`src/rtl/wb_io_master_pkg.sv`:
```
// wb_io_master_pkg
//   Shared types and constants for the J1 I/O Wishbone master.
//   - state_e   : bridge FSM states (IDLE, REQ, WAIT)
//   - DAT_W     : Wishbone data width
//   - ERR_RDATA : value returned on rsp_dat when a cycle times out
package wb_io_master_pkg;

  localparam int unsigned DAT_W = 16;

  localparam logic [DAT_W-1:0] ERR_RDATA = 16'h0000;

  typedef enum logic [1:0] {
    IDLE = 2'd0,
    REQ  = 2'd1,
    WAIT = 2'd2
  } state_e;

endpackage

```
`src/rtl/wb_io_master_timeout.sv`:
```
// wb_timeout
//   Bus-cycle watchdog counter.
//   clk, rst_n : clock, synchronous active-low reset
//   load       : clear the count (start of a new bus cycle)
//   en         : count one cycle (saturates at TIMEOUT, never wraps)
//   expired    : count has reached TIMEOUT (always 0 when TIMEOUT == 0)
module wb_timeout #(
  parameter int unsigned TIMEOUT = 255
) (
  input  logic clk,
  input  logic rst_n,
  input  logic load,
  input  logic en,
  output logic expired
);

  localparam int unsigned CNT_W = (TIMEOUT > 0) ? $clog2(TIMEOUT + 1) : 1;
  localparam logic [CNT_W-1:0] TC = CNT_W'(TIMEOUT);

  logic [CNT_W-1:0] cnt_q;
  logic [CNT_W-1:0] cnt_d;

  always_comb begin
    cnt_d = cnt_q;
    if (load) begin
      cnt_d = '0;
    end else if (en && (cnt_q != TC)) begin
      cnt_d = cnt_q + CNT_W'(1);
    end
  end

  always_ff @(posedge clk) begin
    if (!rst_n) begin
      cnt_q <= '0;
    end else begin
      cnt_q <= cnt_d;
    end
  end

  assign expired = (TIMEOUT != 0) && (cnt_q == TC);

endmodule

```
`src/rtl/wb_io_master.sv`:
```
// wb_io_master
//   CPU-side Wishbone (classic pipelined) master for J1 I/O accesses.
//   One outstanding transaction; a watchdog ends cycles the slave never acks.
//   CPU side : req_valid/req_ready/req_we/req_adr/req_dat in,
//              rsp_valid (1-cycle pulse) / rsp_dat (held) / rsp_err out
//   Bus side : wb_cyc/wb_stb/wb_we/wb_adr/wb_dat_o out,
//              wb_dat_i/wb_ack/wb_stall in
//   All wb_* and rsp_* outputs are registered.
module wb_io_master
  import wb_io_master_pkg::*;
#(
  parameter int unsigned ADR_W   = 16,
  parameter int unsigned TIMEOUT = 255
) (
  input  logic             clk,
  input  logic             rst_n,
  input  logic             req_valid,
  output logic             req_ready,
  input  logic             req_we,
  input  logic [ADR_W-1:0] req_adr,
  input  logic [DAT_W-1:0] req_dat,
  output logic             rsp_valid,
  output logic [DAT_W-1:0] rsp_dat,
  output logic             rsp_err,
  output logic             wb_cyc,
  output logic             wb_stb,
  output logic             wb_we,
  output logic [ADR_W-1:0] wb_adr,
  output logic [DAT_W-1:0] wb_dat_o,
  input  logic [DAT_W-1:0] wb_dat_i,
  input  logic             wb_ack,
  input  logic             wb_stall
);

  state_e             state_q,     state_d;
  logic               req_ready_q, req_ready_d;
  logic               rsp_valid_q, rsp_valid_d;
  logic [DAT_W-1:0]   rsp_dat_q,   rsp_dat_d;
  logic               rsp_err_q,   rsp_err_d;
  logic               wb_cyc_q,    wb_cyc_d;
  logic               wb_stb_q,    wb_stb_d;
  logic               wb_we_q,     wb_we_d;
  logic [ADR_W-1:0]   wb_adr_q,    wb_adr_d;
  logic [DAT_W-1:0]   wb_dat_o_q,  wb_dat_o_d;

  logic tmr_load;
  logic tmr_en;
  logic tmr_expired;
  logic ack_seen;

  wb_timeout #(
    .TIMEOUT(TIMEOUT)
  ) u_timeout (
    .clk     (clk),
    .rst_n   (rst_n),
    .load    (tmr_load),
    .en      (tmr_en),
    .expired (tmr_expired)
  );

  // An ack only counts once the strobe has been taken (not stalled) or while
  // waiting; a zero-latency slave acks in REQ with stall low.
  assign ack_seen = wb_ack && ((state_q == WAIT) || ((state_q == REQ) && !wb_stall));
  assign tmr_en   = (state_q != IDLE);

  always_comb begin
    state_d     = state_q;
    req_ready_d = req_ready_q;
    rsp_valid_d = 1'b0;
    rsp_dat_d   = rsp_dat_q;
    rsp_err_d   = rsp_err_q;
    wb_cyc_d    = wb_cyc_q;
    wb_stb_d    = wb_stb_q;
    wb_we_d     = wb_we_q;
    wb_adr_d    = wb_adr_q;
    wb_dat_o_d  = wb_dat_o_q;
    tmr_load    = 1'b0;

    unique case (state_q)
      IDLE: begin
        if (req_valid) begin
          wb_we_d     = req_we;
          wb_adr_d    = req_adr;
          wb_dat_o_d  = req_dat;
          wb_cyc_d    = 1'b1;
          wb_stb_d    = 1'b1;
          req_ready_d = 1'b0;
          tmr_load    = 1'b1;
          state_d     = REQ;
        end
      end
      REQ, WAIT: begin
        // Ack beats a timeout landing in the same cycle.
        if (ack_seen) begin
          rsp_valid_d = 1'b1;
          rsp_err_d   = 1'b0;
          if (!wb_we_q) begin
            rsp_dat_d = wb_dat_i;
          end
          wb_cyc_d    = 1'b0;
          wb_stb_d    = 1'b0;
          req_ready_d = 1'b1;
          state_d     = IDLE;
        end else if (tmr_expired) begin
          rsp_valid_d = 1'b1;
          rsp_err_d   = 1'b1;
          rsp_dat_d   = ERR_RDATA;
          wb_cyc_d    = 1'b0;
          wb_stb_d    = 1'b0;
          req_ready_d = 1'b1;
          state_d     = IDLE;
        end else if ((state_q == REQ) && !wb_stall) begin
          wb_stb_d = 1'b0;
          state_d  = WAIT;
        end
      end
      default: begin
        state_d = IDLE;
      end
    endcase
  end

  always_ff @(posedge clk) begin
    if (!rst_n) begin
      state_q     <= IDLE;
      req_ready_q <= 1'b1;
      rsp_valid_q <= 1'b0;
      rsp_dat_q   <= '0;
      rsp_err_q   <= 1'b0;
      wb_cyc_q    <= 1'b0;
      wb_stb_q    <= 1'b0;
      wb_we_q     <= 1'b0;
      wb_adr_q    <= '0;
      wb_dat_o_q  <= '0;
    end else begin
      state_q     <= state_d;
      req_ready_q <= req_ready_d;
      rsp_valid_q <= rsp_valid_d;
      rsp_dat_q   <= rsp_dat_d;
      rsp_err_q   <= rsp_err_d;
      wb_cyc_q    <= wb_cyc_d;
      wb_stb_q    <= wb_stb_d;
      wb_we_q     <= wb_we_d;
      wb_adr_q    <= wb_adr_d;
      wb_dat_o_q  <= wb_dat_o_d;
    end
  end

  assign req_ready = req_ready_q;
  assign rsp_valid = rsp_valid_q;
  assign rsp_dat   = rsp_dat_q;
  assign rsp_err   = rsp_err_q;
  assign wb_cyc    = wb_cyc_q;
  assign wb_stb    = wb_stb_q;
  assign wb_we     = wb_we_q;
  assign wb_adr    = wb_adr_q;
  assign wb_dat_o  = wb_dat_o_q;

endmodule

```
`config.mk`:
```
export PLATFORM = sky130hd
export DESIGN_NAME = wb_io_master
export DESIGN_NICKNAME = d
export VERILOG_FILES = /design/src/rtl/wb_io_master_pkg.sv /design/src/rtl/wb_io_master_timeout.sv /design/src/rtl/wb_io_master.sv
export SDC_FILE = /design/constraint.sdc
export NUM_CORES = 1
export LEC_CHECK = 0
export CAP_MARGIN = 20
export CORE_ASPECT_RATIO = 0.8
export CORE_MARGIN = 3
export CORE_UTILIZATION = 44
export CTS_BUF_LIST = sky130_fd_sc_hd__clkbuf_8
export DETAILED_ROUTE_END_ITERATION = 16
export GPL_ROUTABILITY_DRIVEN = 1
export GPL_TIMING_DRIVEN = 1
export PLACE_DENSITY = 0.82
export SYNTH_ARGS = -nofsm -noshare
export SYNTH_HDL_FRONTEND = slang
export SYNTH_SLANG_ARGS = --single-unit
```
`constraint.sdc`:
```
create_clock -name clk -period 2.3 [get_ports clk]
set_input_delay 0.46 -clock clk [delete_from_list [all_inputs] [get_ports clk]]
set_output_delay 0.46 -clock clk [all_outputs]
set_load 0.005 [all_outputs]
```
# Word-level counts from Yosys, hierarchy flattened
# Index checks and enable logic that the tools add are counted.
dict set report totals {
  ff_bits 64
  inputBits 54
  output_inout_bits 54
  word_cells 64
}
dict set report op_classes {
  add_sub_neg 1
  eq_ne 8
  n_mux 25
  bitwise 1
  reduce_logical 18
}
# op n
set op_table {}
lappend op_table {{two-way mux 16 bit} 3}
lappend op_table {{two-way mux 1 bit} 14}
lappend op_table {{AND reduction 3 bit} 3}
lappend op_table {{adder 8 x 1 -> 8 bit, second input constant} 1}
lappend op_table {{== test 8 bit, second input constant} 1}
lappend op_table {{two-way mux 2 bit} 4}
lappend op_table {{inequality test 8 bit, second input constant} 1}
lappend op_table {{AND reduction 2 bit} 4}
lappend op_table {{case mux 1 bit (2 select lines)} 3}
lappend op_table {{nonzero test 2 bit} 3}
lappend op_table {{inequality test 2 bit, second input constant} 2}
lappend op_table {{inequality test 4 bit, second input constant} 1}
lappend op_table {{case mux 2 bit (2 select lines)} 1}
lappend op_table {{OR reduction 2 bit} 2}
lappend op_table {{logical AND 1 bit} 3}
lappend op_table {{inequality test 3 bit, second input constant} 1}
lappend op_table {{== test 2 x 1 -> 1 bit, second input constant} 1}
lappend op_table {{== test 2 bit, second input constant} 1}
lappend op_table {{logical NOT 2 bit} 1}
lappend op_table {{logical NOT 1 bit} 1}
lappend op_table {{logical OR 1 bit} 1}
lappend op_table {{NOT 1 bit} 1}

# Longest topological paths before layout
# Gate-level depths: netlist of the first run.
dict set report logic_depth {
  ltp_word 6
  ltp_mapped 8
  ltp_nobuf 6
}

# By module
# Synthesis of the first run repeated with hierarchy kept, for this count alone.
dict set report hier_totals {
  hier_cells 307
  area_unflattened_um2 2736.4
}
# module n_inst cells_per_inst area_per_inst_um2 seq_area_each_um2
set modules_own_cells {}
lappend modules_own_cells {wb_io_master 1 257 2313.5 1121.1}
lappend modules_own_cells {wb_timeout 1 50 422.9 160.2}

# Worst setup path before layout of the first run
# OpenSTA, ideal clock, no wires.
dict set report synth_path {
  path_type {flip-flop to flip-flop}
  start {reg state_q[0]}
  end {reg rsp_dat_q[10] (netlist: rsp_dat[10])}
  setup_ns 0.088
  t_arrival_ns 1.662
  t_required_ns 2.212
  slack_ns 0.550
  stages_incl_launch_ff 8
  n_path_buf 1
  period_less_slack_ns 1.750
  cell_sequence {dfxtp_1 > inv_1 > ha_1 > inv_1 > a2111oi_4 > buf_6 > nand2_1 > a311oi_2}
}
dict set report synth_between {
  elab_chain_cells 6
  elab_cells_between_ends 10
  classes_between {3 x eq/ne; 1 x mux; 6 x reduce/logical}
}
# item line_no
set synth_lines {}
lappend synth_lines {{start: declaration} wb_io_master.sv:35} ;# state_e state_q, state_d;
lappend synth_lines {{start signal: assignment} wb_io_master.sv:136} ;# state_q <= state_d;
lappend synth_lines {{== test 2 x 1 -> 1 bit} {wb_io_master.sv:63, wb_io_master.sv:79}}
lappend synth_lines {{logical AND 1 bit} wb_io_master.sv:63} ;# assign ack_seen = wb_ack && ((state_q == WAIT) || ((state_q == REQ) && !wb_stall));
lappend synth_lines {{logical OR 1 bit} wb_io_master.sv:63}
lappend synth_lines {{logical AND 1 bit} wb_io_master.sv:63}
lappend synth_lines {{inequality test 2 bit (no source line) / nonzero test 2 bit (equally long branches)} -}
lappend synth_lines {{AND reduction 3 bit (no source line)} -}
lappend synth_lines {{end signal: assignment} wb_io_master.sv:139} ;# rsp_dat_q <= rsp_dat_d;
lappend synth_lines {{end: declaration} wb_io_master.sv:38} ;# logic [DAT_W-1:0] rsp_dat_q, rsp_dat_d;
# Several ways; a longest one is shown, not always the timed one.
# A chain may end at the register's enable or synchronous reset.

# Worst setup path after layout of the first run
dict set report layout_path {
  start {reg state_q[1]}
  end {reg rsp_dat_q[11] (netlist: rsp_dat[11])}
}
# Same word-level chain as after synthesis.

==> out/summary.md, run 1 <==
Once the clock tree was built, the resizer swapped 0 gates to a different size. The number of antenna violations at the first check in global routing came out at 0. The number of different library cells used by synthesis comes to 36. Max-cap violations in this run came to 0.

Fraction of the yosys area taken by sequential cells: 0.485. The tools report the clock tree root driver cell as clkbuf_8. The worst path in the final design needs a cycle of 1.89 ns, including I/O delays and setup.

The die covers 0.00698 sq mm. The run gives 478 as the number of nets at the end of the flow. Most area-hungry cell type in the Yosys netlist: dfxtp_1. The flow ran to the end, and the final reports show no timing, DRC or antenna violations.

The pin slew with the least headroom to its limit works out to 0.398 ns. The synthesized area per cell was 8.50 sq um. The clock tree synthesis step divided the H-tree into 3 levels. The worst setup path is captured at a flop. The run gives 11.4 mm as the wire length of the first global-routing pass. 0 antenna diodes ended up in the layout. Floorplan die height: 75.3 um.

Normalized max-slew margin: 0.735. The number of setup buffers added after CTS is 0. The number of synthesized flops with an enable pin came out at 0. The ratio of cells with drive above 1 in the final layout works out to 0.0851. The post-synthesis sequential element count is 64. The area share of the largest cell type after synthesis is 0.485. The count of buffers from port buffering came out at 107.

The final period utilization is 0.824. Setup repair after global routing left no endpoint under its margin. Highest clock frequency the design can meet: 0.528 GHz. Most common flop cell mapped by yosys: dfxtp_1. By startpoint and endpoint, the worst setup path is classified as reg2reg. The cell that appears most often on the critical path is inv_1. Dividing total power by cell area gives a power density of 966 mW/mm^2. The path category of the worst min-delay check is reg2reg. Of all nets on the critical path, the largest fanout is 32. The synthesis-to-layout area growth is 52.0%. The logs give 2.53 ns for the required time at the worst-slack endpoint and 24 for the number of rows in the core area. The most common cell after layout, fill and taps aside was clkdlybuf4s50_1.

Largest net degree at the start of global routing: 36. The maximum ir drop on the vdd rail was 0.625 mV. The per-cell routed wire length was 14.3 um.

The core region is 0.00562 sq mm. The share of synthesized flip-flops with an asynchronous set or reset was 0; the clock input transition at the sequential cells of the worst setup and hold paths was 0.07 ns. The signal on the critical path passes through inv_1 -> ha_1 -> inv_1 -> a2111oi_4 -> buf_12 -> a21oi_1 -> a311oi_1. The die is 92.7 um wide.

The detailed router finished its first iteration with 131 violations. The initial standard-cell utilization of the core is 0.471. After detailed routing, the total wire length is 7.14 mm. Prior to clock tree synthesis, the placed netlist has a worst setup slack of 0.158 ns. By area the synthesized netlist is led by dfxtp_1 48%, nand2_1 13%, a21oi_1 10%, a311oi_1 3.6%, a311oi_2 3.4%. For the first-pass iteration count of the detailed router, the log shows 4.

The number of failing hold endpoints at the final stage is 0, and the warning count from the yosys run is 0. The run gives 2,596 as the via count. The count of pins over their slew limit came out at 0. The cell count after synthesis came out at 311. The startpoint type of the worst setup path was a flop. The final standard cell utilization of the core was 0.715. The largest individual stage delay along the critical path comes from the cell dfxtp_1. The count of nets left with antenna violations once routing finished came out at 0. The global-route usage over all layers is 0.209.

The final worst slack was 0.406 ns; the count of hold-fix buffers inserted at cts was 0. The tools report the half-perimeter wire length after detailed placement as 5.06 mm. The largest stage delay on the critical path was 0.41 ns.

After detailed routing, the number of remaining DRC violations is 0. The congestion estimate from routability-driven global placement came to 0.850. Using the TritonRoute via totals, the vias-per-cell ratio works out to 5.18. Clock tree synthesis found a total of 64 sinks. For flop-to-flop paths, the worst setup slack is 0.41 ns.

Data on the critical path arrives at its endpoint at 2.13 ns. The run gives 9 as the number of clock buffers inserted by TritonCTS. After synthesis the cells add up to 0.00264 sq mm. The leakage dissipation was 1.44 nW; the buffer levels on the longest clock path was 2. After routing, the total negative slack on setup checks comes to 0 ns. The number of nets in the synthesized netlist is 371. During I/O placement, the number of pins put on the boundary was 108. The run gives 0 as the final count of negative-setup-slack endpoints.

Between clock sinks in the finished design, the worst skew comes to 0.00681 ns. In the layout the commonest cells are 107 x clkdlybuf4s50_1, 94 x nand2_1, 64 x dfxtp_1. Clock latency on the worst-skew pair, taken at its later pin, is 0.34 ns. TritonCTS built the clock tree. The total global routing overflow is 0.

The via count of the first global-routing pass is 2,443.
cell usage after synthesis, types with 2 or more instances:
master and n:
and3_1 2, mux2i_1 2, ha_1 6, xor2_1 2, o21ai_0 5, xnor2_1 3, nand4_1 2, dfxtp_1 64
a311oi_2 6, buf_2 3, inv_1 8, nand3_1 3, and4_1 2, nand2_1 94, nor2_1 9, or3_1 2
clkbuf_1 13, a21oi_1 54, o211ai_1 2, a311oi_1 11, buf_6 3
cell families after synthesis:
family	share of synthesized area
adders and majority gates	0.0284
AOI/OAI and AO/OA	0.217
xor gates and xnor gates	0.0166
buffers and inverters	0.0511
muxes	0.0128
and+or+nand+nor	0.189
DFF	0.485
critical path, delay by kind of cell (launching register included):
family          cells  cell delay (ns)
fa+ha+maj           1             0.30
buf+inv             3             0.42
compound gates      3             0.65
flops               1             0.41
flip-flops by register name, indices dropped and copies added (netlist names):
signal,count
rsp_valid,1
state_q,2
wb_adr,16
u_timeout.cnt_q,8
req_ready,1
wb_we,1
rsp_dat,16
wb_cyc,1
wb_dat_o,16
rsp_err,1
wb_stb,1
per-layer routing:
layer | wire length (um) | global-route usage | vias up
li1 | - | - | 1287
met1 | 2970 | 0.241 | 1207
met2 | 3290 | 0.333 | 94
met3 | 795 | 0.114 | 8
met4 | 79 | 0.0780 | 0
met5 | 0 | 0 | -
where the power goes:
group / internal (mW) / switching [mW] / total [mW]
clock network: 0.667 / 0.432 / 1.10
registers: 1.28 / 0.114 / 1.40
logic: 0.640 / 0.742 / 1.38
worst paths after layout:
kind	cells after the start	start	end
setup / recovery	7	state_q[1]	rsp_dat[11]
hold / removal	2	wb_dat_o[5]	wb_dat_o[5]
hold reg to reg	2	wb_dat_o[5]	wb_dat_o[5]
setup reg to reg	7	state_q[1]	rsp_dat[11]
through the flow:
stage                     total power, mW  instance area, sq um  hold slack [ns]  cells
after floorplan                      2.19                  2640            0.453    311
after global placement               2.76                  3790            0.441    485
after global routing                 4.11                  4020            0.476    501
after CTS                            3.91                  4020            0.456    501
final                                3.88                  4020            0.452    501
after detailed placement             2.80                  3790            0.448    485
cell type report:
type,count,area (sq um)
timing repair buffer,116,1150
clock buffer,11,151
sequential,64,1280
multi-input combinational,219,1230
tap,78,97.6
clock inverter,5,78.8
inverter,8,30.0
fill,448,1600
(Power assumes the default switching activity.)
==> inputs of run 2 (changes only) <==
==> constraint.sdc (replaced) <==
create_clock -name clk -period 1.89 [get_ports clk]
set_input_delay 0.378 -clock clk [delete_from_list [all_inputs] [get_ports clk]]
set_output_delay 0.378 -clock clk [all_outputs]
set_load 0.005 [all_outputs]
==> run 2 against run 1 <==
Combinational power is 33% higher. Register-to-register slack worse by 0.35 ns. Count of clock-buffer cells in the layout unchanged. Final area rose by 2.8%. Hold slack about the same. Final cell count increased by 0.80%. Clock power up 9%. Critical endpoint is now rsp_dat[2]. Sequential share of layout area down 0.80 points. Highest routed layer unchanged. Fmax increased by 3.4%. Critical path type unchanged. Clock skew about the same.
==> out/summary.md, run 2 (same netlist as run 1, synthesis figures left out) <==
Summed over all layers, the global routing overflow is 0. The logs give 1.46 nW for the leakage dissipation and 482 for the number of nets at the end of the flow. The fraction of power consumed by combinational cells came out at 0.386. The via count is 2,598. The total detailed-routing wirelength is 7.26 mm, and the storage element area is 0.00128 sq mm.

In this run, CTS created clock tree buffers numbering 9. Data arrives at the worst endpoint at 2.07 ns. The HPWL after detailed placement is 4.98 mm.

The number of rows in the core area came out at 24. The wire length of the first global-routing pass came out at 11.6 mm. The number of remaining DRC errors is 0, and the insertion delay to the later sink of the worst-skew pair is 0.34 ns.

The count of nets left with antenna violations once routing finished came out at 0. Once layout is done, the placed cells without fillers occupy 0.00413 sq mm. Summed over all nets, the switching power comes to 1.61 mW. For the antenna diode count, the log shows 0.

The run gives 0.360 as the part of the total power dissipated in sequential elements. The most common cell after layout, fill and taps aside was clkdlybuf4s50_1. The clock tree synthesis step divided the H-tree into 3 levels. The weighted congestion reported at the end of routability-driven placement was 0.833. The tightest min-delay check is of the reg2reg type.

The tools report the worst slack at placement as -0.155 ns. The layout has 414 filler cells. The global-route usage over all layers was 0.210; the required time at the worst-slack endpoint was 2.13 ns. The run gives 0 as the count of hold-fix buffers inserted at cts. For the pin with the worst max-slew slack, the measured transition is 0.370 ns. The critical path capture point type was a flop. Power spread over the standard cell area amounts to 1150 mW/mm^2.

The first-pass iteration count of the detailed router is 6, and the horizontal die dimension is 92.7 um. The flow ran to the end, and the final reports show no timing, DRC or antenna violations. The tools report the clock tree root driver cell as clkbuf_8. The critical-path maximum fanout is 16.

The power share of the clock group is 0.254. The ratio of cells with drive above 1 in the final layout was 0.119. The logs give 0.546 GHz for the highest clock frequency the design can meet and 0 for the number of max-cap violations. Between clock sinks in the finished design, the worst skew comes to 0.00681 ns.

During I/O placement, the number of pins put on the boundary was 108. The net switching fraction of the power works out to 0.340. The run gives 0.471 as the initial standard-cell utilization of the core. After clock tree synthesis, the clock-pin slew on the worst setup and hold paths is 0.07 ns. Via count of the first global-routing pass: 2,468. The average vias per placed instance was 5.14. For this block, the initial DRC count from the detailed router was 83. Entering global routing, the biggest net connects 34 pins. The buffer levels on the longest clock path is 2. The count of buffers from port buffering works out to 107.

After detailed routing, the average wire length per cell comes to 14.4 um. The placeable core region came out at 0.00562 sq mm. The library cells used most frequently in the layout, excluding fill and tap cells, are 107 x clkdlybuf4s50_1, 94 x nand2_1, 62 x dfxtp_1.

Multi-input gate area in the final layout: 0.00127 sq mm. Setup repair after global routing left no endpoint under its margin. Count of pins over their slew limit: 0.

After layout, the worst setup slack is 0.0583 ns. Setup violations remaining at the end of the flow were counted as 0. TritonCTS built the clock tree. Relative to the synthesized area, the layout overhead comes to 56.2%. The clock net in this run drives a total of 64 sinks. Number of failing hold endpoints at the final stage: 0. The internal portion of the total power is 3.13 mW. The number of antenna violations at the first check in global routing came out at 0.

The run gives 0.752 as the normalized max-slew margin. The worst setup path is of the reg2reg kind. IR analysis of the VDD net gives a maximum drop of 0.686 mV. The final period utilization is 0.969. From bottom edge to top edge, the die measures 75.3 um. Total die area: 0.00698 sq mm. The startpoint type of the worst setup path was a flop. The shortest clock period the worst path allows after layout was 1.83 ns.

For the area of placed instances, the log shows 0.00383 sq mm.
run 2: cell types whose count changed in the layout (fill, tap and decap cells not counted), moves of 2 or more:
cell	before	now
clkinvlp_4	0	3
ha_1	6	4
dfxtp_2	0	2
dfxtp_1	64	62
inv_1	7	5
clkinv_2	2	0
a311oi_1	11	6
inv_2	0	3
a311oi_2	6	11
buf_12	1	4
run 2: path summary, 6_finish.rpt:
path	from	to	slack, ns	cells past startpoint
max	state_q[1]	rsp_dat[2]	0.06	8
min	wb_adr[11]	wb_adr[11]	0.45	2
max reg2reg	state_q[1]	rsp_dat[2]	0.06	8
min reg2reg	wb_adr[11]	wb_adr[11]	0.45	2
run 2: final cells by class:
cell class / instances / area share
clock buffer: 11 / 0.0367
clock inverter: 5 / 0.0136
timing repair buffer: 120 / 0.299
inverter: 8 / 0.00727
tap: 78 / 0.0236
sequential: 64 / 0.311
multi-input combinational: 219 / 0.308
run 2: power groups by stage:
stage	clock network, mW	registers [mW]	logic (mW)
2_1_floorplan	0	1.73	0.941
3_3_place_gp	0	1.71	1.69
5_1_grt	1.30	1.73	2.00
4_1_cts	1.22	1.71	1.82
3_5_place_dp	0	1.72	1.71
6_report	1.20	1.71	1.83
run 2: metrics by stage:
| step | util | hold WS [ns] | instances | power, mW | setup TNS (ns) |
|---|---|---|---|---|---|
| 3_5_place_dp | 0.682 | 0.446 | 486 | 3.44 | -1.57 |
| 4_1_cts | 0.732 | 0.456 | 504 | 4.75 | 0 |
| 6_report | 0.735 | 0.453 | 505 | 4.73 | 0 |
| 2_1_floorplan | - | 0.453 | 311 | 2.67 | 0 |
| 5_1_grt | 0.735 | 0.475 | 505 | 5.04 | 0 |
| 3_3_place_gp | 0.682 | 0.440 | 486 | 3.40 | -1.12 |
run 2: layer usage:
metal	global-route usage	share of wire	vias to the layer above
met3	0.115	0.098	11
met2	0.331	0.45	96
met4	0.0537	0.012	0
met5	0	0	-
li1	-	-	1296
met1	0.254	0.43	1195
run 2: worst max-delay path, cell delays in order, from the launching register on:
cell	delay (ns)
dfxtp_2	0.35
inv_2	0.09
ha_2	0.20
nand2b_4	0.07
a2111oi_4	0.36
buf_4	0.17
clkbuf_16	0.15
nand2_1	0.06
a311oi_1	0.29
run 2: repair_timing:
item                                    4_1_cts  5_1_grt
cloned                                        1        0
pin swaps                                     1        2
resized for setup                             9        4
setup buffers                                 1        1
endpoints found under the setup margin        2       16
==> inputs of run 3 (changes only) <==
==> constraint.sdc (replaced) <==
create_clock -name clk -period 1.9 [get_ports clk]
set_input_delay 0.38 -clock clk [delete_from_list [all_inputs] [get_ports clk]]
set_output_delay 0.38 -clock clk [all_outputs]
set_load 0.005 [all_outputs]
==> run 3 against run 2 <==
Combinational power grew 4%. Sequential cell count did not move. Critical path depth unchanged. Hold slack worse by 0.00060 ns. Final area hardly changed. Clock skew down 0.0021 ns. Utilization about the same. Global-route usage grew 0.31 points. Highest routed layer unchanged.
==> out/summary.md, run 3 (same netlist as run 1, synthesis figures left out) <==
The first detailed-routing pass took 4 iterations. Counting tap cells, the placed design contains a total of 486 instances. The ratio of cells with drive above 1 in the final layout is 0.121. The number of antenna violations at the first check in global routing is 0, and the final worst slack is 0.0632 ns. Cell type of the slowest stage on the worst timing path: dfxtp_2. The library cells used most frequently in the layout, excluding fill and tap cells, are 107 x clkdlybuf4s50_1, 94 x nand2_1, 62 x dfxtp_1. STA classifies the critical path endpoint as a flop.

The logs give 7.44 mm for the total detailed-routing wirelength and 0.00698 sq mm for the total die area. STA puts the critical path data required time at 2.12 ns. The congestion estimate from routability-driven global placement came to 0.833. The shortest clock period the worst path allows after layout was 1.84 ns; the critical-path maximum fanout was 16. The number of clock buffers inserted by TritonCTS came out at 9.

By startpoint and endpoint, the worst setup path is classified as reg2reg. Summed over all cells, the static leakage comes to 1.48 nW. The count of cells in the finished layout, fillers not included, comes to 507. The core region is 0.00562 sq mm. Before CTS, the worst setup slack after placement is -0.134 ns. The count of pins over their slew limit is 0, and the synthesis-to-layout area growth is 56.3%. The run gives 0.00383 sq mm as the area of placed instances.

Static timing analysis puts the maximum clock frequency at 0.544 GHz. The number of top-level pins is 108, and the buffer levels on the longest clock path is 2. STA classifies the critical path startpoint as a flop.

For the global-route usage over all layers, the log shows 0.213. Total power per unit cell area: 1130 mW/mm^2. Detailed placement finished with a half-perimeter wire length of 4.95 mm. In the final routed layout, each cell accounts on average for 14.7 um. The total global routing overflow is 0. For this run, design rule violations remaining after detail routing come to 0.

Entering global routing, the biggest net connects 34 pins. The repair_antennas step left the layout with diodes totalling 0. The arrival time at the worst endpoint is 2.06 ns, and the insertion delay to the later sink of the worst-skew pair is 0.34 ns. The run gives 11.7 mm as the wire length of the first global-routing pass.

Counting every sink on the clock net gives 64. The run gives 0.471 as the initial standard-cell utilization of the core. The flow ran to the end, and the final reports show no timing, DRC or antenna violations.

Using the TritonRoute via totals, the vias-per-cell ratio works out to 5.18. The number of rows in the core area was 24. After the first detailed-routing iteration, the DRC count stood at 96. The library cell used most frequently in the layout, excluding fill and tap cells, is clkdlybuf4s50_1.

Normalized max-slew margin: 0.745. The path category of the worst min-delay check was reg2reg. TritonCTS built the clock tree. Counting stages on the worst path, the most repeated cell is buf_4.

The residual antenna-violating net count after detailed routing is 0, and the via count of the first global-routing pass is 2,483. Across the routed clock network, the largest skew measured is 0.00467 ns. The final period utilization is 0.967, and the number of max-cap violations is 0.

The maximum ir drop on the vdd rail is 0.572 mV. For the pin with the worst max-slew slack, the measured transition is 0.381 ns. The logs give 2,628 for the via count and 0 for the count of hold-fix buffers inserted at cts. The number of buffer and inverter instances along the worst setup path is 4, and the number of nets at the end of the flow is 486.

The die is 92.7 um wide. The floorplan die height works out to 75.3 um. The family of cells with the greatest summed delay on the critical path was compound AO/OA/AOI/OAI gates.

Setup violations remaining at the end of the flow were counted as 0. Buffers placed on the I/O ports in this run total 107. The number of failing hold endpoints at the final stage is 0, and the largest stage delay on the critical path is 0.36 ns. CTS built an H-tree with a depth of 3.

The tools report the clock tree root driver cell as clkbuf_8. Area of all placed cells without fillers: 0.00413 sq mm. Walking the worst path, the cells encountered are buf_4 -> ha_1 -> inv_1 -> a2111oi_4 -> buf_4 -> buf_12 -> nand2_1 -> a311oi_1. Clock input transition at the sequential cells of the worst setup and hold paths: 0.06 ns.
## run 3: cell types whose count changed in the layout (fill, tap and decap cells not counted), sizes merged
cell,delta
buf,+4
inv,-1
clkbuf,-2
clkinv,+4
clkinvlp,-3
## run 3: area by class of cell
type | instances | area, sq um
repair buffers | 124 | 1270
clock inverters | 5 | 50.0
fillers | 414 | 1480
multi-input cells | 219 | 1270
clock buffers | 9 | 124
inverters | 8 | 35.0
well taps | 78 | 97.6
flip-flops and latches | 64 | 1280
## run 3: metal layers
layer | track usage | vias to the layer above | routed length (um)
met1 | 0.250 | 1214 | 3070
met2 | 0.346 | 97 | 3500
li1 | - | 1305 | -
met4 | 0.0585 | 0 | 94
met3 | 0.115 | 12 | 770
met5 | 0 | - | 0
## run 3: path summary, 6_finish.rpt
kind	start	end	slack (ns)	cells past startpoint
setup reg to reg	state_q[1]	rsp_dat[1]	0.06	8
hold reg to reg	wb_dat_o[11]	wb_dat_o[11]	0.45	2
setup / recovery	state_q[1]	rsp_dat[1]	0.06	8
hold / removal	wb_dat_o[11]	wb_dat_o[11]	0.45	2
## run 3: report_power, final
group          switching (mW)  internal [mW]  total (mW)  leakage, nW
Combinational           0.973          0.938        1.91        0.858
Sequential              0.136           1.56        1.70        0.523
Clock                   0.497          0.581        1.08       0.0945
## run 3: repair_timing
item	CTS	global route
endpoints found under the hold margin	0	0
gates resized for setup	8	6
setup endpoints to repair	2	15
buffers inserted	4	1
pin swaps	6	2
cloned	2	0
## run 3: per-stage QoR
stage                     power, mW  TNS [ns]  hold WS (ns)  utilization
after floorplan                2.65         0         0.453            -
after global placement         3.38    -0.995         0.440        0.682
after detailed placement       3.42     -1.14         0.446        0.682
after CTS                      4.67  -0.00554         0.456        0.730
after global routing           4.99   -0.0555         0.475        0.736
final                          4.68         0         0.452        0.736
## run 3: worst register-to-register path, stage by stage, from the launching register on
cell       delay [ns]
dfxtp_2          0.36
buf_4            0.13
ha_1             0.13
inv_1            0.08
a2111oi_4        0.28
buf_4            0.20
buf_12           0.14
nand2_1          0.08
a311oi_1         0.33
